`src/rtl/qbert_mtl_pkg.sv`:
```
// Shared timing defaults, pixel type and colour-bar table for the MTL 800x480 pixel path.
package qbert_mtl_pkg;

  localparam int unsigned H_ACTIVE = 800;
  localparam int unsigned H_FP     = 210;
  localparam int unsigned H_SYNC   = 30;
  localparam int unsigned H_BP     = 16;
  localparam int unsigned H_TOTAL  = H_ACTIVE + H_FP + H_SYNC + H_BP;

  localparam int unsigned V_ACTIVE = 480;
  localparam int unsigned V_FP     = 22;
  localparam int unsigned V_SYNC   = 13;
  localparam int unsigned V_BP     = 10;
  localparam int unsigned V_TOTAL  = V_ACTIVE + V_FP + V_SYNC + V_BP;

  localparam int unsigned PIPE_LAT = 1;

  typedef struct packed {
    logic [7:0] r;
    logic [7:0] g;
    logic [7:0] b;
  } rgb_t;

  localparam int unsigned BAR_WIDTH = 100;

  // Entry 0 is the leftmost bar: white, yellow, cyan, green, magenta, red, blue, black.
  localparam logic [7:0][23:0] BAR_TABLE = {
    24'h000000, 24'h0000FF, 24'hFF0000, 24'hFF00FF,
    24'h00FF00, 24'h00FFFF, 24'hFFFF00, 24'hFFFFFF
  };

endpackage

```
`src/rtl/mtl_pixel_timing_gen_if.sv`:
```
// Pixel bus between the timing generator, the colour renderer, the MTL panel and the NIOS side.
interface mtl_pixel_timing_gen_if;

  logic [10:0] x_cnt;
  logic [9:0]  y_cnt;
  logic [7:0]  red_in;
  logic [7:0]  green_in;
  logic [7:0]  blue_in;
  logic [7:0]  lcd_r;
  logic [7:0]  lcd_g;
  logic [7:0]  lcd_b;
  logic        lcd_hsd;
  logic        lcd_vsd;
  logic        lcd_de;
  logic        frame_start;
  logic        vblank;
  logic        upd_req;
  logic        upd_ack;

  modport master (
    output x_cnt, y_cnt, lcd_r, lcd_g, lcd_b, lcd_hsd, lcd_vsd, lcd_de,
    output frame_start, vblank, upd_ack,
    input  red_in, green_in, blue_in, upd_req
  );

  modport slave (
    input  x_cnt, y_cnt, lcd_r, lcd_g, lcd_b, lcd_hsd, lcd_vsd, lcd_de,
    input  frame_start, vblank, upd_ack,
    output red_in, green_in, blue_in, upd_req
  );

endinterface

```
`src/rtl/mtl_delay_line.sv`:
```
// Fixed-depth shift register with asynchronous clear; used to align sync/DE with the renderer.
module mtl_delay_line #(
  parameter int unsigned WIDTH = 1,
  parameter int unsigned DEPTH = 1
) (
  input  logic             CLK_33,
  input  logic             reset,
  input  logic [WIDTH-1:0] d,
  output logic [WIDTH-1:0] q
);

  logic [WIDTH-1:0] stage_q [DEPTH];

  always_ff @(posedge CLK_33 or negedge reset) begin
    if (!reset) begin
      for (int i = 0; i < DEPTH; i++) stage_q[i] <= '0;
    end else begin
      stage_q[0] <= d;
      for (int i = 1; i < DEPTH; i++) stage_q[i] <= stage_q[i-1];
    end
  end

  assign q = stage_q[DEPTH-1];

endmodule

```
`src/rtl/mtl_pixel_timing_gen.sv`:
```
// MTL raster generator: scan counters, pipeline-aligned panel pins and vblank update handshake.
// MTL_TEST_PATTERN_EN adds a test_mode input that swaps renderer colour for 8 vertical bars.
module mtl_pixel_timing_gen #(
  parameter int unsigned H_ACTIVE = qbert_mtl_pkg::H_ACTIVE,
  parameter int unsigned H_FP     = qbert_mtl_pkg::H_FP,
  parameter int unsigned H_SYNC   = qbert_mtl_pkg::H_SYNC,
  parameter int unsigned H_BP     = qbert_mtl_pkg::H_BP,
  parameter int unsigned V_ACTIVE = qbert_mtl_pkg::V_ACTIVE,
  parameter int unsigned V_FP     = qbert_mtl_pkg::V_FP,
  parameter int unsigned V_SYNC   = qbert_mtl_pkg::V_SYNC,
  parameter int unsigned V_BP     = qbert_mtl_pkg::V_BP,
  parameter int unsigned PIPE_LAT = qbert_mtl_pkg::PIPE_LAT
) (
  input  logic                          CLK_33,
  input  logic                          reset,
  input  logic                          run,
`ifdef MTL_TEST_PATTERN_EN
  input  logic                          test_mode,
`endif
  mtl_pixel_timing_gen_if.master        pix
);

  localparam logic [10:0] XLast      = 11'(H_ACTIVE + H_FP + H_SYNC + H_BP - 1);
  localparam logic [10:0] XActive    = 11'(H_ACTIVE);
  localparam logic [10:0] XSyncStart = 11'(H_ACTIVE + H_FP);
  localparam logic [10:0] XSyncEnd   = 11'(H_ACTIVE + H_FP + H_SYNC);
  localparam logic [9:0]  YLast      = 10'(V_ACTIVE + V_FP + V_SYNC + V_BP - 1);
  localparam logic [9:0]  YActive    = 10'(V_ACTIVE);
  localparam logic [9:0]  YSyncStart = 10'(V_ACTIVE + V_FP);
  localparam logic [9:0]  YSyncEnd   = 10'(V_ACTIVE + V_FP + V_SYNC);

  logic [10:0] x_q, x_d;
  logic [9:0]  y_q, y_d;
  logic        run_q;
  logic        acked_q, acked_d;
  logic        upd_ack_q, upd_ack_d;
  logic        hs_act, vs_act, de_raw;
  logic        hs_dly, vs_dly, de_dly;
  logic        vblank_next;
  logic        lcd_hsd_q, lcd_vsd_q, lcd_de_q;
  qbert_mtl_pkg::rgb_t rend_rgb, src_rgb, lcd_rgb_q;

  // The first clock after run rises shows (0,0); the counters only advance once that is seen.
  always_comb begin
    x_d = x_q;
    y_d = y_q;
    if (!run) begin
      x_d = '0;
      y_d = '0;
    end else if (run_q) begin
      if (x_q == XLast) begin
        x_d = '0;
        y_d = (y_q == YLast) ? '0 : y_q + 10'd1;
      end else begin
        x_d = x_q + 11'd1;
      end
    end
  end

  // Syncs travel active-high through the delay line so an async clear means idle.
  assign hs_act = run_q && (x_q >= XSyncStart) && (x_q < XSyncEnd);
  assign vs_act = run_q && (y_q >= YSyncStart) && (y_q < YSyncEnd);
  assign de_raw = run_q && (x_q < XActive) && (y_q < YActive);

  // Look one clock ahead so the grant lands on the first vblank clock itself.
  always_comb begin
    vblank_next = (y_d >= YActive);
    upd_ack_d   = pix.upd_req && !acked_q && vblank_next;
    acked_d     = vblank_next && (acked_q || upd_ack_d);
  end

  mtl_delay_line #(
    .WIDTH (3),
    .DEPTH (PIPE_LAT)
  ) u_sync_dly (
    .CLK_33 (CLK_33),
    .reset  (reset),
    .d      ({hs_act, vs_act, de_raw}),
    .q      ({hs_dly, vs_dly, de_dly})
  );

  assign rend_rgb = '{r: pix.red_in, g: pix.green_in, b: pix.blue_in};

`ifdef MTL_TEST_PATTERN_EN
  logic [2:0] bar_idx, bar_idx_dly;

  always_comb begin
    bar_idx = '0;
    if (x_q < XActive) bar_idx = 3'(x_q / 11'(qbert_mtl_pkg::BAR_WIDTH));
  end

  mtl_delay_line #(
    .WIDTH (3),
    .DEPTH (PIPE_LAT)
  ) u_bar_dly (
    .CLK_33 (CLK_33),
    .reset  (reset),
    .d      (bar_idx),
    .q      (bar_idx_dly)
  );

  assign src_rgb = test_mode ? qbert_mtl_pkg::rgb_t'(qbert_mtl_pkg::BAR_TABLE[bar_idx_dly])
                             : rend_rgb;
`else
  assign src_rgb = rend_rgb;
`endif

  always_ff @(posedge CLK_33 or negedge reset) begin
    if (!reset) begin
      x_q       <= '0;
      y_q       <= '0;
      run_q     <= 1'b0;
      acked_q   <= 1'b0;
      upd_ack_q <= 1'b0;
      lcd_rgb_q <= '0;
      lcd_hsd_q <= 1'b1;
      lcd_vsd_q <= 1'b1;
      lcd_de_q  <= 1'b0;
    end else begin
      x_q       <= x_d;
      y_q       <= y_d;
      run_q     <= run;
      acked_q   <= acked_d;
      upd_ack_q <= upd_ack_d;
      lcd_rgb_q <= de_dly ? src_rgb : '0;
      lcd_hsd_q <= ~hs_dly;
      lcd_vsd_q <= ~vs_dly;
      lcd_de_q  <= de_dly;
    end
  end

  assign pix.x_cnt       = x_q;
  assign pix.y_cnt       = y_q;
  assign pix.lcd_r       = lcd_rgb_q.r;
  assign pix.lcd_g       = lcd_rgb_q.g;
  assign pix.lcd_b       = lcd_rgb_q.b;
  assign pix.lcd_hsd     = lcd_hsd_q;
  assign pix.lcd_vsd     = lcd_vsd_q;
  assign pix.lcd_de      = lcd_de_q;
  assign pix.frame_start = run_q && (x_q == '0) && (y_q == '0);
  assign pix.vblank      = run_q && (y_q >= YActive);
  assign pix.upd_ack     = upd_ack_q;

endmodule
```
`src/flat_wrapper.sv`:
```
// flat-port wrapper written by rule: the top's interface ports become plain ports
module mtl_pixel_timing_gen_flat 
#(
  parameter int unsigned H_ACTIVE = qbert_mtl_pkg::H_ACTIVE,
  parameter int unsigned H_FP     = qbert_mtl_pkg::H_FP,
  parameter int unsigned H_SYNC   = qbert_mtl_pkg::H_SYNC,
  parameter int unsigned H_BP     = qbert_mtl_pkg::H_BP,
  parameter int unsigned V_ACTIVE = qbert_mtl_pkg::V_ACTIVE,
  parameter int unsigned V_FP     = qbert_mtl_pkg::V_FP,
  parameter int unsigned V_SYNC   = qbert_mtl_pkg::V_SYNC,
  parameter int unsigned V_BP     = qbert_mtl_pkg::V_BP,
  parameter int unsigned PIPE_LAT = qbert_mtl_pkg::PIPE_LAT
)
  (CLK_33, reset, run, pix_x_cnt, pix_y_cnt, pix_lcd_r, pix_lcd_g, pix_lcd_b, pix_lcd_hsd, pix_lcd_vsd, pix_lcd_de, pix_frame_start, pix_vblank, pix_upd_ack, pix_red_in, pix_green_in, pix_blue_in, pix_upd_req);
  mtl_pixel_timing_gen_if pix_i ();
  input  logic CLK_33;
  input  logic reset;
  input  logic run;
  output wire logic [$bits(pix_i.x_cnt)-1:0] pix_x_cnt;
  output wire logic [$bits(pix_i.y_cnt)-1:0] pix_y_cnt;
  output wire logic [$bits(pix_i.lcd_r)-1:0] pix_lcd_r;
  output wire logic [$bits(pix_i.lcd_g)-1:0] pix_lcd_g;
  output wire logic [$bits(pix_i.lcd_b)-1:0] pix_lcd_b;
  output wire logic [$bits(pix_i.lcd_hsd)-1:0] pix_lcd_hsd;
  output wire logic [$bits(pix_i.lcd_vsd)-1:0] pix_lcd_vsd;
  output wire logic [$bits(pix_i.lcd_de)-1:0] pix_lcd_de;
  output wire logic [$bits(pix_i.frame_start)-1:0] pix_frame_start;
  output wire logic [$bits(pix_i.vblank)-1:0] pix_vblank;
  output wire logic [$bits(pix_i.upd_ack)-1:0] pix_upd_ack;
  input wire logic [$bits(pix_i.red_in)-1:0] pix_red_in;
  input wire logic [$bits(pix_i.green_in)-1:0] pix_green_in;
  input wire logic [$bits(pix_i.blue_in)-1:0] pix_blue_in;
  input wire logic [$bits(pix_i.upd_req)-1:0] pix_upd_req;
  assign pix_x_cnt = pix_i.x_cnt;
  assign pix_y_cnt = pix_i.y_cnt;
  assign pix_lcd_r = pix_i.lcd_r;
  assign pix_lcd_g = pix_i.lcd_g;
  assign pix_lcd_b = pix_i.lcd_b;
  assign pix_lcd_hsd = pix_i.lcd_hsd;
  assign pix_lcd_vsd = pix_i.lcd_vsd;
  assign pix_lcd_de = pix_i.lcd_de;
  assign pix_frame_start = pix_i.frame_start;
  assign pix_vblank = pix_i.vblank;
  assign pix_upd_ack = pix_i.upd_ack;
  assign pix_i.red_in = pix_red_in;
  assign pix_i.green_in = pix_green_in;
  assign pix_i.blue_in = pix_blue_in;
  assign pix_i.upd_req = pix_upd_req;
  mtl_pixel_timing_gen #(.H_ACTIVE(H_ACTIVE), .H_FP(H_FP), .H_SYNC(H_SYNC), .H_BP(H_BP), .V_ACTIVE(V_ACTIVE), .V_FP(V_FP), .V_SYNC(V_SYNC), .V_BP(V_BP), .PIPE_LAT(PIPE_LAT)) u_core (.CLK_33(CLK_33), .reset(reset), .run(run), .pix(pix_i));
endmodule
```
`config.mk`:
```
export PLATFORM = sky130hd
export DESIGN_NAME = mtl_pixel_timing_gen_flat
export DESIGN_NICKNAME = d
export VERILOG_FILES = /design/src/rtl/qbert_mtl_pkg.sv /design/src/rtl/mtl_pixel_timing_gen_if.sv /design/src/rtl/mtl_delay_line.sv /design/src/rtl/mtl_pixel_timing_gen.sv /design/src/flat_wrapper.sv
export SDC_FILE = /design/constraint.sdc
export NUM_CORES = 1
export LEC_CHECK = 0
export BUFFER_PORTS_ARGS = -buffer_cell sky130_fd_sc_hd__buf_2
export CAP_MARGIN = 10
export CORE_MARGIN = 5
export CORE_UTILIZATION = 30
export CTS_BUF_LIST = sky130_fd_sc_hd__clkbuf_4
export DETAILED_ROUTE_END_ITERATION = 8
export GPL_TIMING_DRIVEN = 0
export SLEW_MARGIN = 0
export SYNTH_ARGS = -nofsm -noshare
export SYNTH_HDL_FRONTEND = slang
export SYNTH_SLANG_ARGS = --single-unit
```
`constraint.sdc`:
```
create_clock -name CLK_33 -period 2.27 [get_ports CLK_33]
set_input_delay 0.454 -clock CLK_33 [delete_from_list [all_inputs] [get_ports CLK_33]]
set_output_delay 0.454 -clock CLK_33 [all_outputs]
set_load 0.02 [all_outputs]
```
==> summary by stage <==
Drt
The total wirelength of the detailed-routed design is 5.97 mm. Using the TritonRoute via totals, the vias-per-cell ratio works out to 4.73. The first detailed-routing pass took 4 iterations. The DRC violation count after routing is 0. The final antenna-violating net count is 0. The via count is 2011. After detailed routing, the average wire length per cell comes to 14.0 microns. After the first detailed-routing iteration, the DRC count stood at 66.

Yosys
Of all flip-flops after synthesis, the portion carrying an async set or reset was 1.00. The number of nets in the synthesized netlist is 261. The number of enable-type register cells in the synthesized netlist is 0.

For this run, the leading register cell type out of synthesis is dfrtp_1. In the post-synthesis netlist, the biggest area contributors are dfrtp_1 53%, and2_1 6.4%, a21oi_1 2.9%. After synthesis the cells add up to 2440 sq um.

The commonest cells after synthesis are 52 x dfrtp_1, 25 x and2_1, 15 x nand2_1, 14 x a21oi_1, 12 x inv_1. The synthesis-stage register bit count is 54. The share of the Yosys chip area taken by registers is 0.554.

Of all cell types, the one taking the most synthesized area is dfrtp_1. The netlist uses 48 different library cells. During synthesis, Yosys emitted a total of 0 warnings.

The average footprint of a synthesized cell is 10.7 sq um. The area share of the largest cell type after synthesis is 0.532. The most frequent cell after synthesis is dfrtp_1. The cell count after synthesis came out at 228.

Clock network
The insertion delay to the later sink of the worst-skew pair is 380 ps. TritonCTS built the clock tree. The cell chosen for the clock root is clkbuf_4. The number of buffers on the longest clock path is 2.

CTS built an H-tree with a depth of 2. The clock-pin slew of the registers on the worst-case setup and hold paths is 160 ps. Counting the buffers created by CTS gives 5. The number of clock sinks is 54.

Worst setup path
The critical path data required time is 1820 ps. The kind of critical path is reg -> out. The critical path capture point type is an output port. In this run the worst path has a maximum fanout of 9. The data arrival time of the critical path is 2100 ps.

The launching element type of the critical path is a register.

Layout
The fraction of final layout cells sized beyond drive strength 1 is 0.353. The count of non-filler cells in the finished layout is 425. 0 antenna diodes ended up in the layout.

With fillers left out, the area of the finished cells amounts to 3140 sq um. The multi-input logic area is 1060 sq um. The net count reported at finish is 352. In the final layout, flip-flops and latches occupy 1360 sq um. Relative to the synthesized area, the layout overhead comes to 28.5%. The layout has 841 filler cells.

Floorplanning
The core footprint is 8090 sq um. Pin placement for this block handled 79 I/O pins. The die is 100 microns tall.

In this run the core area contains 33 standard-cell rows. The effective utilization at floorplan is 0.302. From left edge to right edge, the die measures 100 microns. The die covers 10100 sq um.

Pwr
IR analysis of the VDD net gives a maximum drop of 0.194 mV. The total power after layout is 1.61 mW. In this run the power density over the cells is 512 nW/um^2. The analysis attributes to cell leakage a power of 1.50 nW.

STA
The tightest hold path in the finished design has a slack of 84.9 ps. The final count of hold timing violations is 0. The final number of max-transition violations is 0. The worst path in the final design needs a cycle of 2550 ps, including I/O delays and setup. Timing would allow up to 392 MHz. Of the available clock period, the critical path in the final layout requires 1.12. The headroom to the max-slew limit is 0.546.

Across the routed clock network, the largest skew measured is 19.2 ps. The final worst setup slack is -280 ps. Setup violations remaining at the end of the flow were counted as 5. The measured slew at the worst slew-check pin is 681 ps. Setup repair after global routing could not meet its margin everywhere.

Global route
After global routing the overflow that remains totals 0. Entering global routing, the biggest net connects 55 pins. The number of global-route vias before repair is 1981. The initial antenna violation count is 0. The first global-routing pass estimated 10.0 mm of wire.

The overall fraction of global-route tracks in use is 0.123.

Job
The count of maximum capacitance violations is 0.

Place
At the end of routability-driven placement, the weighted congestion stood at 0.858. In this run the tool buffered the top-level ports with 78 buffer cells. Once placement finished, the instance area stood at 2980 sq um.

In this run, placement finished with an instance count of 411. Once detailed placement completed, the half-perimeter wirelength came to 4.39 mm. At the placement stage, the worst setup path has a slack of -148 ps.

Outcome
The run finished, with violations left. The final reports fail on negative setup slack.

Hold path
The worst min-delay path category is in -> async.
## flip-flops by register name, indices dropped and copies added (netlist names)
register	cells
u_core.acked_q	1
u_core.pix.lcd_b	8
u_core.pix.lcd_de	1
u_core.pix.lcd_g	8
u_core.pix.lcd_hsd	1
u_core.pix.lcd_r	8
u_core.pix.lcd_vsd	1
u_core.pix.upd_ack	1
u_core.pix.x_cnt	11
u_core.pix.y_cnt	10
u_core.run_q	1
u_core.u_sync_dly.q	3
## worst paths after layout
check | startpoint | to | slack, ps | cells after the start
max reg2reg | u_core.pix.x_cnt[7] | u_core.pix.upd_ack | -70 | 6
min reg2reg | u_core.u_sync_dly.q[1] | u_core.pix.lcd_vsd | 360 | 1
min | reset | u_core.pix.lcd_g[7] | 80 | 1
min in group CLK_33 | run | u_core.run_q | 270 | 1
max | u_core.pix.y_cnt[4] | pix_frame_start | -280 | 4
max in group asynchronous | reset | u_core.pix.x_cnt[7] | 1700 | 1
## cell usage in the layout (no fill, tap or decap), types with 9 or more instances in the layout
cell     instances
and2_1          25
buf_2           76
inv_1           12
buf_4           11
nor3_1           9
nand2_1         15
a21oi_1         14
nor2_1          11
dfrtp_1         48
## area by class of cell
type	count	area share
Sequential cell	54	0.433
Clock inverter	3	0.00757
Clock buffer	5	0.0120
Buffer	6	0.00837
Timing Repair Buffer	86	0.145
Tap cell	105	0.0418
Multi-Input combinational cell	154	0.338
Inverter	12	0.0143
## where the power goes
group,switching [mW],internal (mW),total [mW],leakage [nW]
Sequential,0.0118,0.989,1.00,0.707
Combinational,0.105,0.0625,0.168,0.763
Clock,0.314,0.125,0.439,0.0278
Total,0.431,1.18,1.61,1.50
## cells by family (layout without fill, tap and decap cells)
| logic type | after synthesis | after routing | share of synthesized area |
|---|---|---|---|
| DFF | 54 | 54 | 0.554 |
| muxes | 2 | 2 | 0.00819 |
| AOI/OAI and AO/OA | 37 | 37 | 0.0993 |
| adders and majority gates | 5 | 5 | 0.0256 |
| buffers and inverters | 20 | 112 | 0.0358 |
| and+or+nand+nor | 104 | 104 | 0.256 |
| xor gates and xnor gates | 6 | 6 | 0.0215 |
## layer usage
layer | GRT usage | share of wire
met1 | 0.160 | 0.42
met3 | 0.0334 | 0.085
met4 | 0.0311 | 0.0092
met5 | 0 | 0
met2 | 0.203 | 0.49
## metrics by stage
| stage | utilization | TNS [ps] |
|---|---|---|
| after floorplan | - | 0 |
| after global placement | 0.368 | -281 |
| after detailed placement | 0.368 | -320 |
| after CTS | 0.381 | -696 |
| after global routing | 0.388 | -852 |
| final | 0.388 | -454 |
## what timing repair did
item / 4_1_cts / 5_1_grt
pin swaps: 2 / 5
setup endpoints to repair: 4 / 8
setup buffers: 3 / 5
gates resized for setup: 5 / 7
hold buffers: 0 / 0
cloned: 0 / 0
## worst max-delay path, cell delays in order, from the launching register on
cell	delay, ps
dfrtp_1	500
or3_1	420
or3_1	390
nor4_4	250
buf_4	190
(Power assumes the default switching activity.)
